[config.mk]
export PLATFORM = sky130hd
export DESIGN_NAME = alu_arbiter
export DESIGN_NICKNAME = d
export VERILOG_FILES = /design/src/rtl/alu_arbiter.sv
export SDC_FILE = /design/constraint.sdc
export NUM_CORES = 1
export LEC_CHECK = 0
export BUFFER_PORTS_ARGS = -buffer_cell sky130_fd_sc_hd__buf_4
export CAP_MARGIN = 20
export CORE_MARGIN = 4
export CORE_UTILIZATION = 53
export DETAILED_ROUTE_END_ITERATION = 8
export GPL_TIMING_DRIVEN = 0
export PLACE_DENSITY_LB_ADDON = 0.2
export SYNTH_ARGS = -nofsm -noshare
export SYNTH_HDL_FRONTEND = slang
export SYNTH_SLANG_ARGS = --single-unit
[constraint.sdc]
create_clock -name clk -period 2.2 [get_ports clk]
set_input_delay 0.22 -clock clk [delete_from_list [all_inputs] [get_ports clk]]
set_output_delay 0.22 -clock clk [all_outputs]
set_load 0.05 [all_outputs]
[src/rtl/alu_arbiter.sv]
// rtl/alu_arbiter.sv - round-robin arbiter sharing one ALU between two requesters
// Requests are latched, executed in a single EXEC cycle and returned on a tagged response channel.
module alu_arbiter #(
    parameter int WIDTH = 4
) (
    input  logic             clk,
    input  logic             rst_n,
    input  logic             req0_valid,
    output logic             req0_ready,
    input  logic [WIDTH-1:0] req0_a,
    input  logic [WIDTH-1:0] req0_b,
    input  logic [4:0]       req0_uc,
    input  logic             req1_valid,
    output logic             req1_ready,
    input  logic [WIDTH-1:0] req1_a,
    input  logic [WIDTH-1:0] req1_b,
    input  logic [4:0]       req1_uc,
    output logic             rsp_valid,
    input  logic             rsp_ready,
    output logic             rsp_id,
    output logic [WIDTH-1:0] rsp_result,
    output logic [3:0]       rsp_flags,
    output logic             rsp_err
);

    typedef enum logic [1:0] {
        IDLE = 2'd0,
        EXEC = 2'd1,
        RESP = 2'd2
    } state_t;

    localparam logic [4:0] UC_AND   = 5'b00000;
    localparam logic [4:0] UC_OR    = 5'b00001;
    localparam logic [4:0] UC_SUM   = 5'b00010;
    localparam logic [4:0] UC_RESTA = 5'b00011;
    localparam logic [4:0] UC_XOR   = 5'b00100;

    state_t           state, state_nx;
    logic             last_grant;
    logic             grant0, grant1;
    logic             hs0, hs1;
    logic [WIDTH-1:0] op_a, op_b;
    logic [4:0]       op_uc;
    logic             op_id;

    logic [WIDTH-1:0] alu_result;
    logic [WIDTH:0]   alu_ext;
    logic             alu_n, alu_z, alu_c, alu_v, alu_err;

    // Round-robin: on contention the port that did not win last time is granted.
    always_comb begin
        grant0 = req0_valid & (~req1_valid | last_grant);
        grant1 = req1_valid & (~req0_valid | ~last_grant);
    end

    assign req0_ready = rst_n & (state == IDLE) & grant0;
    assign req1_ready = rst_n & (state == IDLE) & grant1;
    assign hs0        = req0_valid & req0_ready;
    assign hs1        = req1_valid & req1_ready;
    assign rsp_valid  = (state == RESP);

    always_comb begin
        alu_result = '0;
        alu_ext    = '0;
        alu_c      = 1'b0;
        alu_v      = 1'b0;
        alu_err    = 1'b0;
        case (op_uc)
            UC_AND: alu_result = op_a & op_b;
            UC_OR:  alu_result = op_a | op_b;
            UC_XOR: alu_result = op_a ^ op_b;
            UC_SUM: begin
                alu_ext    = {1'b0, op_a} + {1'b0, op_b};
                alu_result = alu_ext[WIDTH-1:0];
                alu_c      = alu_ext[WIDTH];
                alu_v      = (op_a[WIDTH-1] == op_b[WIDTH-1]) &
                             (alu_result[WIDTH-1] != op_a[WIDTH-1]);
            end
            UC_RESTA: begin
                alu_ext    = {1'b0, op_a} - {1'b0, op_b};
                alu_result = alu_ext[WIDTH-1:0];
                alu_c      = ~alu_ext[WIDTH];
                alu_v      = (op_a[WIDTH-1] != op_b[WIDTH-1]) &
                             (alu_result[WIDTH-1] != op_a[WIDTH-1]);
            end
            default: alu_err = 1'b1;
        endcase
        // Unknown opcodes report all-zero flags, including z.
        alu_n = ~alu_err & alu_result[WIDTH-1];
        alu_z = ~alu_err & (alu_result == '0);
    end

    always_comb begin
        state_nx = state;
        case (state)
            IDLE:    if (hs0 | hs1) state_nx = EXEC;
            EXEC:    state_nx = RESP;
            RESP:    if (rsp_ready) state_nx = IDLE;
            default: state_nx = IDLE;
        endcase
    end

    always_ff @(posedge clk or negedge rst_n) begin
        if (!rst_n) begin
            state      <= IDLE;
            last_grant <= 1'b1;
            op_a       <= '0;
            op_b       <= '0;
            op_uc      <= '0;
            op_id      <= 1'b0;
            rsp_id     <= 1'b0;
            rsp_result <= '0;
            rsp_flags  <= '0;
            rsp_err    <= 1'b0;
        end else begin
            state <= state_nx;
            if (hs0 | hs1) begin
                op_a       <= hs1 ? req1_a  : req0_a;
                op_b       <= hs1 ? req1_b  : req0_b;
                op_uc      <= hs1 ? req1_uc : req0_uc;
                op_id      <= hs1;
                last_grant <= hs1;
            end
            if (state == EXEC) begin
                rsp_id     <= op_id;
                rsp_result <= alu_result;
                rsp_flags  <= {alu_n, alu_z, alu_c, alu_v};
                rsp_err    <= alu_err;
            end
        end
    end

endmodule

==> flow_summary.ini, run 1 <==
[run_status]
outcome = finished clean

[global_routing]
grt_max_degree = 27
antenna_found_initial = 0
grt_pass1_vias = 1389
grt_pass1_wl_mm = 6.568
grtUsageTotal_pct = 19.72
overflow = 0

[pwr]
power.density_nw_per_um2 = 1517
finalPower_w = 0.003302
p_leak_nw = 1.107
vdd_drop_max_uv = 823.2

[logic_synthesis]
synth.distinct_cells = 42
syn_area_um2 = 1734
synth_most_common_cell = nand2_1
synthTopCellsByCount = nand2_1, dfrtp_1, nor2_1
synth_top_area_share_pct = 37.52
synth-async-reset-ratio_pct = 100.0
syn_inst = 206
synth_edf_count = 0
ys.warnings.count = 0
yosysTopAreaCell = dfrtp_1
synth.avg_cell_area_um2 = 8.418
yosys-top-cells-area = dfrtp_1, nand2_1, ha_1
synth.ff_latch_count = 27
syn_nets = 251
synthFlopType = dfrtp_1
seq_area_frac_synth_pct = 39.03

[setup_path]
crit_end = rsp_flags[2]
cp_max_fo = 3
cp-end-kind = flop
cp.buffers_inverters = 2
r2r_setup_slack_ps = 150
slowest_stage = dfrtp_1
worstPathCellList = inv_1, ha_1, inv_1, fa_1, and2_1, o21ai_0, nand3_1, a21oi_1, a41o_1
cp_data_required_time_ps = 2490
startpoint_type = flop
cp.depth = 9
startpoint = op_a[0]
critPathKind = flop to flop
reg2reg_from = op_a[0]
cp_slowest_stage_delay_ps = 430
r2r-end = rsp_flags[2]
ff2ff_path_depth = 9
crit_top_cell = inv_1
crit_family = adder cells
arrival_ps = 2340

[timing]
max_freq_mhz = 486.7
finalHoldViolations = 0
finalCriticalPeriod_ps = 2055
finalCritPeriodShare_pct = 93.40
setup_viol = 0
fin_worst_skew_ps = 3.517
rsz0062_at_grt = false
maxSlewHeadroom_pct = 64.95
slew_viol_final = 0
worst_slew_pin_slew_ps = 525.7
setup_tns_ps = 0

[route]
ant_nets = 0
drtPass1Iterations = 4
drtIter0Drc = 110
wire_per_inst_um = 13.45
routed_wl_mm = 4.022
drc = 0
vias = 1608
avgViaCountPerCell = 5.378

[clock_tree]
clockBufferDepth = 2
root_buffer = clkbuf_4
clock_sinks = 27
clk_pin_slew_worst_paths_ps = 160
cts_tree = built
clk_latency_ps = 330
cts_setup_buffers = 0
cts_max_level = 1
cts_buffers = 3

[place]
dp_hpwl_mm = 3.122
dp.cells = 293
routabilityCongestion = 0.8475
portBuffers = 43

[finish]
drive_gt1_share_pct = 23.92
layout.nets = 301
syn2layout_area_growth_pct = 25.54
fillers = 285
diodes = 0
final_cells = 299

[hold_path]
min_from = rsp_ready
hp-class = input port to flop

[floorplan]
die_w_um = 65.20
coreArea_um2 = 3103
die_h_um = 65.20
io_pins = 44
initial_core_util_pct = 55.89
rows = 20
dieArea_um2 = 4251

[run]
maxCapViolCount = 0
[cell type report]
type                       instances  area (um2)  area share (%)
tap                               44       55.05           2.529
inverter                          16       60.06           2.759
buffer                            10       48.80           2.241
sequential                        27       676.9           31.09
clock buffer                       3       22.52           1.034
timing repair buffer              45       352.8           16.21
multi-input combinational        153       953.4           43.79
clock inverter                     1       7.507          0.3448
[layer usage]
metal,global-route usage (%),part of all wire (%),up-vias
met2,30.47,49,33
met1,30.00,47,777
met3,2.564,3.5,4
met4,3.109,0.65,0
met5,0,0,-
li1,-,-,794
[worst min-delay path by stage]
stage / to / slack, ps / depth (start not counted)
global route: state[1] / 50 / 2
global placement: op_id / 150 / 1
finish: state[1] / 70 / 2
CTS: state[1] / 50 / 2
floorplan: op_a[0] / -80 / 0
detailed placement: op_id / 160 / 1
[report_power, final]
part           leakage [nW]  internal, W  switching (W)
Sequential            0.331     0.000734       0.000231
Combinational         0.762     0.000839        0.00127
Clock                0.0139    0.0000697       0.000159
Total                  1.11      0.00164        0.00166
[state kept, by name (all words and copies together) (netlist names)]
name,cells
state,2
op_a,4
rsp_flags,4
op_b,4
rsp_result,4
rsp_id,1
rsp_err,1
op_id,1
op_uc,5
last_grant,1
[cell usage in the layout, fill, tap and decap left out, types with 2 or more instances in the layout]
cell,synthesis,final
ha_1,12,12
nand3_1,7,6
o21ai_0,5,5
buf_4,0,43
and2_1,2,2
a21oi_1,2,2
clkbuf_4,0,3
dfrtp_1,26,26
nor2_1,25,25
buf_2,3,3
inv_1,15,15
fa_1,2,2
o21ai_1,4,4
a21o_1,2,2
nor2b_1,2,2
clkbuf_1,6,6
nand2_1,45,45
nand2b_1,3,3
xnor2_1,4,4
a211oi_1,2,2
a31oi_1,15,15
nor3_1,2,2
[what timing repair did]
action / CTS / global route
endpoints found under the hold margin: 26 / 0
endpoints found under the setup margin: 0 / 1
gates resized for setup: 0 / 1
hold buffers: 2 / 0
[metrics by stage]
stage / setup slack, ps / utilization [%] / hold WS [ps] / cell area (um2)
final: 145.2 / 70.16 / 67.99 / 2177
after detailed placement: 176.6 / 68.06 / 155.1 / 2112
after global routing: 5.739 / 70.16 / 48.22 / 2177
after CTS: 51.18 / 70.00 / 50.40 / 2172
after global placement: 204.6 / 68.06 / 150.3 / 2112
after floorplan: 383.7 / - / -75.59 / 1734
[logic make-up after synthesis]
| family | share of synthesized area, % |
|---|---|
| simple gates | 24.24 |
| mux | 0.6493 |
| buf+inv | 6.276 |
| xor+xnor | 2.020 |
| compound gates | 16.81 |
| flops | 39.03 |
| fa+ha+maj | 10.97 |
[worst reg2reg max path: cells and delay by family, from the launching register on]
| family | cells | cell delay (ps) |
|---|---|---|
| simple gates | 2 | 240 |
| flops | 1 | 430 |
| fa+ha+maj | 2 | 620 |
| buf+inv | 2 | 160 |
| compound gates | 3 | 570 |
(Power assumes the default switching activity.)
==> inputs of run 2 (changes only) <==
Settings changed: HOLD_SLACK_MARGIN from default to 0.15.
==> run 2 against run 1 <==
Effect of this change:
- count of clock-buffer cells in the layout stayed put
- worst setup slack worse by 12 ps
- worst hold slack better by 73 ps
- largest cell class unchanged
- final cell count is 7.0% higher
- total power is 2.4% higher
- combinational power is 3% higher
- critical endpoint unchanged
- highest routed layer unchanged
- sequential power is 0.4% higher
- non-clock buffer count is 21 higher
==> flow_summary.ini, run 2 (synthesis results as in run 1) <==
[run_status]
outcome = finished clean

[setup_path]
startpoint_type = flop
cp-end-kind = flop
arrival_ps = 2360
cp_data_required_time_ps = 2490
cp_max_fo = 3
worstPathCellList = inv_1, ha_1, inv_1, fa_1, and2_1, o21ai_0, nand3_1, a21oi_1, a41o_1
cp_slowest_stage_delay_ps = 430
slowest_stage = dfrtp_1
crit_top_cell = inv_1
reg2reg_from = op_a[0]
startpoint = op_a[0]
critPathKind = flop to flop

[finish]
utilization_pct = 76.94
largest_register = op_uc
largest_reg_flops = 5
layout_common_cells = nand2_1, buf_4, dfrtp_1
seqCellArea_um2 = 676.9
final_common_cell = nand2_1
multi_input_area_um2 = 953.4
fillers = 241
drive_gt1_share_pct = 22.10
layout.nets = 322
diodes = 0
fin_area_um2 = 2387
syn2layout_area_growth_pct = 37.66

[floorplan]
coreArea_um2 = 3103
die_h_um = 65.20
dieArea_um2 = 4251
initial_core_util_pct = 55.89
rows = 20
io_pins = 44
die_w_um = 65.20

[clock_tree]
clockBufferDepth = 2
clock_sinks = 27
cts_buffers = 3
cts_tree = built
clk_pin_slew_worst_paths_ps = 160
cts_setup_buffers = 0
root_buffer = clkbuf_4
clk_latency_ps = 340
cts_max_level = 1

[route]
met1_length_mm = 2.004
drc = 0
top_layer = met4
wl_met3_um = 201
wire_per_inst_um = 14.29
avgViaCountPerCell = 5.422
drtPass1Iterations = 4
wl_met2_mm = 2.238
drtIter0Drc = 102
ant_nets = 0
routed_wl_mm = 4.574
vias = 1735

[global_routing]
grt_pass1_vias = 1585
antenna_found_initial = 0
grtUsageTotal_pct = 22.33
grt_pass1_wl_mm = 7.403
grt_max_degree = 28
overflow = 0

[hold_path]
min_from = req1_b[2]
hp-class = input port to flop

[timing]
slew_viol_final = 0
finalHoldViolations = 0
finalCriticalPeriod_ps = 2067
worst_slew_pin_slew_ps = 514.8
setup_tns_ps = 0
fin_worst_skew_ps = 5.879
finalCritPeriodShare_pct = 93.94
finalHoldWorstSlack_ps = 141.5
max_freq_mhz = 483.8
setup_viol = 0
maxSlewHeadroom_pct = 65.68
rsz0062_at_grt = false

[place]
placed_area_um2 = 2112
dp_hpwl_mm = 3.122
portBuffers = 43
routabilityCongestion = 0.8475

[pwr]
finalPower_w = 0.003380
power.density_nw_per_um2 = 1416
vdd_drop_max_uv = 823.7
p_leak_nw = 1.195

[run]
maxCapViolCount = 0
-- run 2: stage by stage --
step                      setup WS, ps  instances
final                            133.2        320
after floorplan                  383.7        206
after CTS                        51.18        317
after global placement           204.6        293
after detailed placement         176.6        293
after global routing             12.61        320
-- run 2: layout make-up --
| class | instances | area share (%) |
|---|---|---|
| buffer | 10 | 2.044 |
| clock buffer | 3 | 0.9434 |
| clock inverter | 1 | 0.3145 |
| inverter | 16 | 2.516 |
| multi-input combinational | 153 | 39.94 |
| sequential | 27 | 28.35 |
| tap | 44 | 2.306 |
| timing repair buffer | 66 | 23.58 |
-- run 2: power breakdown --
| group | internal (W) | switching (W) |
|---|---|---|
| registers | 0.000734 | 0.000235 |
| logic | 0.000887 | 0.00129 |
| clock network | 0.0000698 | 0.000161 |
| total | 0.00169 | 0.00169 |
-- run 2: worst max-delay path, delay by kind of cell (launching register included) --
kind | cells | cell delay, ps
adder cells (fa/ha/maj) | 2 | 620
AO/OA/AOI/OAI | 3 | 570
flip-flops | 1 | 430
AND/OR/NAND/NOR | 2 | 240
buffers and inverters | 2 | 160
-- run 2: repair_timing --
item / 4_1_cts / 5_1_grt
endpoints found under the hold margin: 40 / 3
endpoints found under the setup margin: 0 / 1
hold buffers: 20 / 3
gates resized for setup: 0 / 1
-- run 2: worst paths after layout --
kind                                end  slack, ps  cells after the start
max                        rsp_flags[2]        130                      9
min                             op_b[2]        140                      3
max reg2reg                rsp_flags[2]        130                      9
min reg2reg                  last_grant        490                      2
max in group asynchronous    last_grant       1590                      3
min in group asynchronous       op_a[1]        380                      3
-- run 2: metal layers --
metal	up-vias	GRT usage, %
met5	-	0
li1	835	-
met4	0	8.549
met3	14	3.419
met1	833	30.52
met2	53	35.65
==> inputs of run 3 (changes only) <==
Settings changed: CORE_ASPECT_RATIO from default to 1.25.
==> run 3 against run 2 <==
Effect of this change:
- total power shrank 0.98%
- critical path depth decreased by 3
- final cell count down 1.9%
- count of clock-buffer cells in the layout did not move
- design area increased by 0.10%
- clock power decreased by 3%
- worst setup slack worse by 1.8 ps
- worst hold slack better by 6.1 ps
- sequential share of layout area is essentially flat
- highest routed layer unchanged
==> flow_summary.ini, run 3 (synthesis results as in run 1) <==
[timing]
slew_viol_final = 0
max_freq_mhz = 483.4
fin_worst_skew_ps = 5.387
finalCriticalPeriod_ps = 2069
maxSlewHeadroom_pct = 68.01
worst_slew_pin_slew_ps = 479.9
setup_viol = 0
finalHoldViolations = 0
setup_slack_ps = 131.4
finalCritPeriodShare_pct = 94.03

[route]
ant_nets = 0
routed_wl_mm = 4.353
wire_per_inst_um = 13.86
drtIter0Drc = 55
drc = 0
avgViaCountPerCell = 5.500
vias = 1727
drtPass1Iterations = 4

[clock_tree]
root_buffer = clkbuf_4
clock_sinks = 27
cts_buffers = 3
clockBufferDepth = 2
clk_pin_slew_worst_paths_ps = 150
cts_max_level = 1
clk_latency_ps = 330
cts_tree = built

[setup_path]
startpoint = state[1]
startpoint_type = flop
cp_max_fo = 10
cp_data_required_time_ps = 2440
arrival_ps = 2300
r2r-end = op_uc[2]
cp-end-kind = flop
ff2ff_path_depth = 6
r2r_setup_slack_ps = 130
reg2reg_from = state[1]
critPathKind = flop to flop

[floorplan]
rows = 22
io_pins = 44
initial_core_util_pct = 57.27
dieArea_um2 = 4257
die_w_um = 59.16
coreArea_um2 = 3028
die_h_um = 71.96

[pwr]
finalPower_w = 0.003347
vdd_drop_max_uv = 910.9
p_leak_nw = 1.207
power.density_nw_per_um2 = 1401

[global_routing]
grt_pass1_vias = 1672
grtUsageTotal_pct = 21.50
grt_pass1_wl_mm = 7.307
antenna_found_initial = 0
grt_max_degree = 28
overflow = 0

[hold_path]
min_path_cells = 3
hp-class = input port to flop
whs_endpoint = op_a[1]
min_from = req1_a[1]

[place]
dp_hpwl_mm = 3.025
routabilityCongestion = 0.9203
pre_cts_slack_ps = 203.9
portBuffers = 43

[finish]
layout_common_cells = nand2_1, buf_4, dfrtp_1
layout.nets = 324
largest_reg_flops = 5
drive_gt1_share_pct = 22.66
diodes = 0
largest_register = op_uc
syn2layout_area_growth_pct = 37.81

[run_status]
outcome = finished clean

[run]
maxCapViolCount = 0
[run 3: cell count changes in the layout (fill, tap and decap cells not counted), sizes merged]
| cell | before | now |
|---|---|---|
| clkinvlp | 1 | 0 |
| clkinv | 0 | 1 |
| buf | 48 | 50 |
[run 3: how the worst max path moves through the flow]
stage,slack [ps],end,cells after the start
after floorplan,380,rsp_flags[2],9
after global placement,210,rsp_flags[2],9
after detailed placement,200,rsp_flags[2],9
after CTS,30,req0_ready,5
after global routing,-20,op_uc[2],6
final,130,op_uc[2],6
[run 3: power breakdown]
group | total, W | switching [W] | internal [W]
combinational | 0.00216 | 0.00128 | 0.000882
clock | 0.000224 | 0.000155 | 0.0000683
sequential | 0.000965 | 0.000231 | 0.000734
total | 0.00335 | 0.00166 | 0.00168
[run 3: through the flow]
stage	instances	area, um2	hold slack (ps)	TNS, ps	utilization (%)
floorplan	206	1734	-75.59	0	-
CTS	306	2310	150.2	0	76.28
detailed placement	285	2102	150.3	0	69.42
finish	314	2390	147.6	0	78.93
global route	314	2390	147.6	-17.44	78.93
global placement	285	2102	145.4	0	69.42
[run 3: final cells by class]
| class | instances | area, um2 |
|---|---|---|
| multi-input cells | 153 | 953.4 |
| flip-flops and latches | 27 | 676.9 |
| fillers | 215 | 638.1 |
| repair buffers | 68 | 578.1 |
| inverters | 16 | 60.06 |
| plain buffers | 10 | 48.80 |
| well taps | 36 | 45.04 |
| clock buffers | 3 | 22.52 |
| clock inverters | 1 | 5.005 |
[run 3: critical path, stage by stage, from the launching register on]
cell and delay, ps:
dfrtp_1 440, nor3b_2 270, nand3_1 170, clkbuf_1 250, nor2_1 190, a31oi_1 70
dlygate4sd3_1 590
[run 3: routing by layer]
metal / wire (um) / vias to the layer above / global-route usage [%] / share of wire, %
met5: 0 / - / 0 / 0
met4: 131 / 0 / 5.793 / 3.0
met3: 282 / 15 / 3.203 / 6.5
met2: 2278 / 78 / 39.19 / 52
met1: 1659 / 792 / 25.76 / 38
li1: - / 842 / - / -
[run 3: timing repair]
action / in CTS / in global routing
hold buffers: 17 / 6
hold endpoints to repair: 40 / 6
endpoints found under the setup margin: 0 / 1
gates resized for setup: 0 / 1
setup buffers: 0 / 2
